### config.mk
export PLATFORM = sky130hd
export DESIGN_NAME = writeback_regfile
export DESIGN_NICKNAME = d
export VERILOG_FILES = /design/src/rtl/writeback_regfile.sv
export SDC_FILE = /design/constraint.sdc
export NUM_CORES = 2
export LEC_CHECK = 0
export CAP_MARGIN = 20
export CORE_MARGIN = 5
export CORE_UTILIZATION = 50
export DETAILED_ROUTE_END_ITERATION = 10
export PLACE_DENSITY = 0.8
export SLEW_MARGIN = 20
export SYNTH_ARGS = -nofsm -noshare
export SYNTH_HDL_FRONTEND = slang
export SYNTH_SLANG_ARGS = --single-unit
### constraint.sdc
create_clock -name clk_i -period 5.29 [get_ports clk_i]
set_clock_uncertainty 0.05 [all_clocks]
set_input_delay 1.587 -clock clk_i [delete_from_list [all_inputs] [get_ports clk_i]]
set_output_delay 1.587 -clock clk_i [all_outputs]
set_load 0.05 [all_outputs]
### src/rtl/writeback_regfile.sv
// Y86-64 write-back stage: 15-entry program register file with two decode read
// ports, architectural status, sticky halt latch and retired-instruction counter.
module writeback_regfile #(
  parameter int DATA_W = 64,
  parameter int ADDR_W = 64,
  parameter int STAT_W = 3,
  parameter int CNT_W  = 64
) (
  input  logic              clk_i,
  input  logic              rst_n_i,
  input  logic [STAT_W-1:0] W_stat_i,
  input  logic [ADDR_W-1:0] W_pc_i,
  input  logic [3:0]        W_icode_i,
  input  logic [DATA_W-1:0] W_valE_i,
  input  logic [DATA_W-1:0] W_valM_i,
  input  logic [3:0]        W_dstE_i,
  input  logic [3:0]        W_dstM_i,
  input  logic [3:0]        d_srcA_i,
  input  logic [3:0]        d_srcB_i,
  output logic [DATA_W-1:0] d_rvalA_o,
  output logic [DATA_W-1:0] d_rvalB_o,
  output logic [STAT_W-1:0] Stat_o,
  output logic              cpu_halt_o,
  output logic [ADDR_W-1:0] halt_pc_o,
  output logic [STAT_W-1:0] halt_stat_o,
  output logic [CNT_W-1:0]  retired_o
);

  localparam logic [STAT_W-1:0] STAT_BUB = STAT_W'(0);
  localparam logic [STAT_W-1:0] STAT_AOK = STAT_W'(1);
  localparam logic [STAT_W-1:0] STAT_HLT = STAT_W'(2);
  localparam logic [STAT_W-1:0] STAT_ADR = STAT_W'(3);
  localparam logic [STAT_W-1:0] STAT_INS = STAT_W'(4);
  localparam logic [3:0]        NREG     = 4'hF;

  logic [DATA_W-1:0] regs_reg [15];
  logic              halt_reg;
  logic [ADDR_W-1:0] halt_pc_reg;
  logic [STAT_W-1:0] halt_stat_reg;
  logic [CNT_W-1:0]  retired_reg;

  logic we_ok;
  logic is_exc;
  logic [3:0] unused_icode;

  // icode is carried for trace only and never influences state
  assign unused_icode = W_icode_i;

  assign we_ok  = !halt_reg && (W_stat_i == STAT_BUB || W_stat_i == STAT_AOK);
  assign is_exc = (W_stat_i == STAT_HLT) || (W_stat_i == STAT_ADR) ||
                  (W_stat_i == STAT_INS);

  // Flop-based storage so every register clears on reset; port M has priority.
  generate
    for (genvar gi = 0; gi < 15; gi++) begin : g_reg
      always_ff @(posedge clk_i or negedge rst_n_i) begin
        if (!rst_n_i) begin
          regs_reg[gi] <= '0;
        end else if (we_ok && W_dstM_i == 4'(gi)) begin
          regs_reg[gi] <= W_valM_i;
        end else if (we_ok && W_dstE_i == 4'(gi)) begin
          regs_reg[gi] <= W_valE_i;
        end
      end
    end
  endgenerate

  always_ff @(posedge clk_i or negedge rst_n_i) begin
    if (!rst_n_i) begin
      halt_reg      <= 1'b0;
      halt_pc_reg   <= '0;
      halt_stat_reg <= '0;
      retired_reg   <= '0;
    end else if (!halt_reg) begin
      if (is_exc) begin
        halt_reg      <= 1'b1;
        halt_pc_reg   <= W_pc_i;
        halt_stat_reg <= W_stat_i;
      end
      if (W_stat_i == STAT_AOK) begin
        retired_reg <= retired_reg + CNT_W'(1);
      end
    end
  end

  // No write-to-read bypass: decode forwards from W itself.
  assign d_rvalA_o = (d_srcA_i == NREG) ? '0 : regs_reg[d_srcA_i];
  assign d_rvalB_o = (d_srcB_i == NREG) ? '0 : regs_reg[d_srcB_i];

  assign Stat_o      = (W_stat_i == STAT_BUB) ? STAT_AOK : W_stat_i;
  assign cpu_halt_o  = halt_reg;
  assign halt_pc_o   = halt_pc_reg;
  assign halt_stat_o = halt_stat_reg;
  assign retired_o   = retired_reg;

endmodule

Word level (Yosys, flattened, before mapping) --
Index checks and enable logic that the tools add are counted.
Operators by class: magnitude comparators 2, mux-type cells 41, add/sub/neg operators 1, bitwise operators 3, equality and inequality tests 34, reductions and logical operators 55
Operators by type and width (count):
- 64-bit 2-to-1 mux | 36
- 64-bit binary-select mux with 4-bit select | 2
- 64-bit by 1-bit adder with 64-bit output, second input constant | 1
- 4-bit == test, second input constant | 16
- 4-bit by 3-bit == test with 1-bit output, second input constant | 8
- 1-bit logical AND | 31
- 2-bit nonzero test | 15
- 4-bit by 2-bit == test with 1-bit output, second input constant | 4
- 5-bit >= comparator, second input constant | 2
- 4-bit NOT with 5-bit output | 2
- 4-bit by 1-bit == test with 1-bit output, second input constant | 2
- 4-bit logical NOT | 2
- 3-bit by 2-bit == test with 1-bit output, second input constant | 2
- 2-bit AND reduction | 2
- 3-bit by 1-bit == test with 1-bit output, second input constant | 1
- 3-bit == test, second input constant | 1
- 3-bit logical NOT | 1
- 1-bit logical OR | 3
- 3-bit 2-to-1 mux | 1
- 1-bit 2-to-1 mux | 2
- 1-bit logical NOT | 1
- 1-bit NOT | 1
Word-level totals: register bits 1092, bits of input ports 217, output and inout bits 263, logic and storage cells 155

Longest topological paths before layout --
word-level depth 6, mapped depth 9, mapped depth without buffers 6

Worst setup path before layout --
No wires, ideal clock.
kind input-to-output, start point input d_srcA_i[0], end point output d_rvalA_o[63], stages on the path 6, setup slack -0.506 ns, buffers on the path 3, data required time 3.653 ns, data arrival time 4.159 ns, cell sequence clkbuf_1 clkbuf_1 buf_1 mux4_2 mux2i_1 o21ai_0
On the way: word-level cells in the longest chain between the ends 5, elaborated cells on any way between the ends 6
Ends and longest elaborated chain:
- start: declaration | RTL line 18 | input logic [3:0] d_srcA_i,
- 4-bit NOT with 5-bit output (not written as such) | RTL line 87 | assign d_rvalA_o = (d_srcA_i == NREG) ? '0 : regs_reg[d_srcA_i];
- 64-bit binary-select mux with 4-bit select | RTL line 87
- 64-bit 2-to-1 mux (not written as such) (2 in series) | RTL line 87
- 64-bit 2-to-1 mux * | RTL line 87
- end: declaration | RTL line 20 | output logic [DATA_W-1:0] d_rvalA_o,
Mark *: on every way between the ends. The rest lies on a longest branch, timed or not. The select of a mux whose other input is x is not followed.

Worst setup path after layout --
start point input d_srcB_i[0], end point output d_rvalB_o[1]
On the way: word-level cells in the longest chain between the ends 5, elaborated cells on any way between the ends 6
Ends and longest elaborated chain:
- start: declaration | RTL line 19 | input logic [3:0] d_srcB_i,
- 4-bit NOT with 5-bit output (not written as such) | RTL line 88 | assign d_rvalB_o = (d_srcB_i == NREG) ? '0 : regs_reg[d_srcB_i];
- 64-bit binary-select mux with 4-bit select | RTL line 88
- 64-bit 2-to-1 mux (not written as such) (2 in series) | RTL line 88
- 64-bit 2-to-1 mux * | RTL line 88
- end: declaration | RTL line 21 | output logic [DATA_W-1:0] d_rvalB_o,
Marked as above.

==> summary.md <==
| Metric | Value |
|---|---|
| Outcome | `complete, no violations` |
| Reg area | `about 27000 um^2` |
| WL/cell | `28.38 um` |
| Initial antenna violation count | `45` |
| Final setup fails | `0` |
| Port Buf Inserts | `475` |
| Area of the multi-input gates | `between 30000 and 40000 um^2` |
| Max Used Layer | `met5` |
| Tmin final | `about 5.2 ns` |
| DRC viols | `0` |
| Max cap viols | `0` |
| Critical Path Source | `d_srcB_i[0]` |
| Longest Clk Path Bufs | `3` |
| First-pass GRT wire length | `364300 um` |
| Setup crit start kind | `input pin` |
| Die Y | `368.7 um` |
| # hold bufs at CTS | `0` |
| Routed Antenna Nets | `0` |
| Netlist cell types | `42` |
| Area after DPL | `73380 um^2` |
| Rows | `131` |
| PD cells | `274.3 nW/um^2` |
| Worst Setup Path Type | `in2out` |
| I/O Pins | `480` |
| Nets | `7061` |
| GRT Util Overall | `0.3497` |
| Post-CTS setup buffers | `0` |
| Leakage power | `35.97 nW` |
| Final HPWL DP | `140600 um` |
| Worst slew margin | `0.1725` |
| Mean Syn Cell Area | `between 9 and 10 um^2` |
| Mapped Nets | `just under 7000` |
| Share of layout cells above drive strength 1 | `0.1688` |
| Commonest non-fill, non-tap cells in the layout | `nand2_1, dfrtp_1, nor2_1, mux2i_1, a31oi_1` |
| DR pass1 iterations | `7` |
| Synth Cell Area | `64330 um^2` |
| Hold_sp | `retired_o[63]` |
| Number of flip-flops in the largest register | `960` |
| M1 WL | `81460 um` |
| Setup TNS | `0 ns` |
| Area grow syn2layout | `20.13%` |
| Arrival time of the worst setup path | `3.61 ns` |
| Synth warnings | `0` |
| Achievable Freq | `0.1906 GHz` |
| Critical Path Sink Type | `output pin` |
| Filler cells | `9671` |
| Peak supply drop | `302.0 uV` |
| Worst-path clk slew | `0.06 ns` |
| WL met2 | `106200 um` |
| Starting DRC count in detailed routing | `just over 9000` |
| Clock sinks | `1092` |
| RSZ-0062 raised after global routing | `no` |
| Most common cell after layout, fill and taps aside | `nand2_1` |
| Hold Path Class | `reg2reg` |
| Insertion delay to the later sink of the worst-skew pair | `0.75 ns` |
| Total CTS buffers | `about 110` |
| Routability congestion estimate | `0.8748` |
| Fin area | `77280 um^2` |
| Fin. Hold Viols | `0` |
| Die width | `368.7 um` |
| Grt ovf | `0` |
| Final period util | `0.9918` |
| PostCTS Resize Cnt | `0` |
| Met3 wire length | `37260 um` |
| Vias in the first global route | `just under 60000` |
| Synth Register Bits | `1092` |
| Die area | `135900 um^2` |
| Via count | `59323` |
| Wirelength, routed | `approximately 240000 um` |
| R2r startpoint | `cpu_halt_o` |
| Slew of the pin with the lowest slew margin | `1.241 ns` |
| Fin. max-slew vios | `0` |
| Clock root cell | `clkbuf_16` |
| Via density | `6.878` |
| Worst Path Required | `3.65 ns` |
| Largest net degree at the start of global routing | `129` |
| CTS tree | `built` |
| CP max FO | `40` |
| H-tree level count | `3` |
| Seq/Total Area, Yosys | `0.4248` |
| Core Region | `127700 um^2` |
| Initial Util | `0.5038` |
| Cells after Synth | `6724` |
metal layers:
metal / up-vias / track usage
met1: 28719 / 0.4281
li1: 24143 / -
met4: 24 / 0.2476
met2: 5077 / 0.5153
met5: - / 0
met3: 1360 / 0.1260
cell usage after synthesis:
master / instances / area share
nand4b_1: 1 / 0.00014
nor2b_1: 71 / 0.0069
nand4_2: 1 / 0.00019
or2_2: 3 / 0.00029
nand4bb_1: 1 / 0.00018
and4_1: 3 / 0.00041
inv_1: 8 / 0.00047
o211ai_1: 52 / 0.0061
nand3_1: 31 / 0.0024
nand4_1: 29 / 0.0028
xnor2_1: 34 / 0.0046
xor2_1: 29 / 0.0039
mux4_2: 398 / 0.14
nor3_1: 16 / 0.0012
nor3b_1: 3 / 0.00035
ha_1: 1 / 0.00019
and3_1: 6 / 0.00058
buf_1: 41 / 0.0024
a31oi_1: 512 / 0.050
a211oi_1: 63 / 0.0074
a21oi_1: 511 / 0.040
mux2_2: 67 / 0.012
buf_6: 3 / 0.00053
o22ai_1: 50 / 0.0049
clkbuf_1: 605 / 0.035
o21ai_0: 128 / 0.010
or4b_4: 1 / 0.00021
nand2_1: 1202 / 0.070
mux2i_1: 692 / 0.11
or3_1: 2 / 0.00019
nor3_2: 3 / 0.00047
nand3b_1: 2 / 0.00023
nor4_1: 11 / 0.0011
o21bai_1: 1 / 0.00012
or4_4: 1 / 0.00018
buf_2: 48 / 0.0037
nor4_4: 1 / 0.00033
and2_1: 4 / 0.00039
nor4b_4: 1 / 0.00037
nor2_1: 992 / 0.058
dfrtp_1: 1092 / 0.42
nand2b_1: 4 / 0.00039
critical path, stage by stage:
cell and delay [ns]:
buf_8 0.31, nor2b_4 0.29, buf_12 0.36, nand2_1 0.10, o211ai_1 0.11, o21ai_0 0.13
o22ai_2 0.46, buf_12 0.21
through the flow:
| stage | hold slack [ns] | std cells | total power [mW] | worst slack [ns] | util |
|---|---|---|---|---|---|
| 6_report | 0.4157 | 8625 | 21.20 | 0.04324 | 0.6053 |
| 5_1_grt | 0.4283 | 8618 | 21.76 | 0.02838 | 0.6051 |
| 4_1_cts | 0.4233 | 8592 | 21.13 | 0.1246 | 0.6046 |
| 3_5_place_dp | 0.4151 | 8389 | 12.94 | 0.1399 | 0.5747 |
| 3_3_place_gp | 0.4296 | 8389 | 12.82 | 0.1578 | 0.5747 |
| 2_1_floorplan | 0.4637 | 6724 | 11.34 | -0.09338 | - |
final timing paths:
kind,end,slack [ns],depth (start not counted)
max in group asynchronous,regs_reg[247],3.11,2
hold reg to reg,retired_o[63],0.42,1
hold / removal,retired_o[63],0.42,1
setup / recovery,d_rvalB_o[1],0.04,8
min in group asynchronous,halt_pc_o[43],0.91,1
setup reg to reg,regs_reg[105],2.26,6
layout make-up:
cell class	count	share of cell area
Clock inverter	38	0.005553
Antenna cell	33	0.001069
Tap cell	1662	0.02691
Multi-Input combinational cell	4927	0.4545
Timing Repair Buffer	700	0.1142
Clock buffer	165	0.04383
Sequential cell	1092	0.3536
Inverter	8	0.0003886
power by group:
part / leakage [nW] / switching, mW / internal (mW) / total [mW]
combinational: 19.2 / 2.14 / 1.53 / 3.67
clock: 1.88 / 3.58 / 4.76 / 8.34
sequential: 14.9 / 0.368 / 8.82 / 9.19
total: 36.0 / 6.09 / 15.1 / 21.2
logic make-up (layout without fill, tap and decap cells):
family	count (synthesis)	after routing	share of synthesized area
multiplexers	1157	1157	0.2587
AND/OR/NAND/NOR	2389	2389	0.1474
AO/OA/AOI/OAI	1317	1317	0.1179
flip-flops	1092	1092	0.4248
buffers and inverters	705	911	0.04242
other	0	33	0
XOR/XNOR	63	63	0.008577
adder cells (fa/ha/maj)	1	1	0.0001945
(Power assumes the default switching activity.)
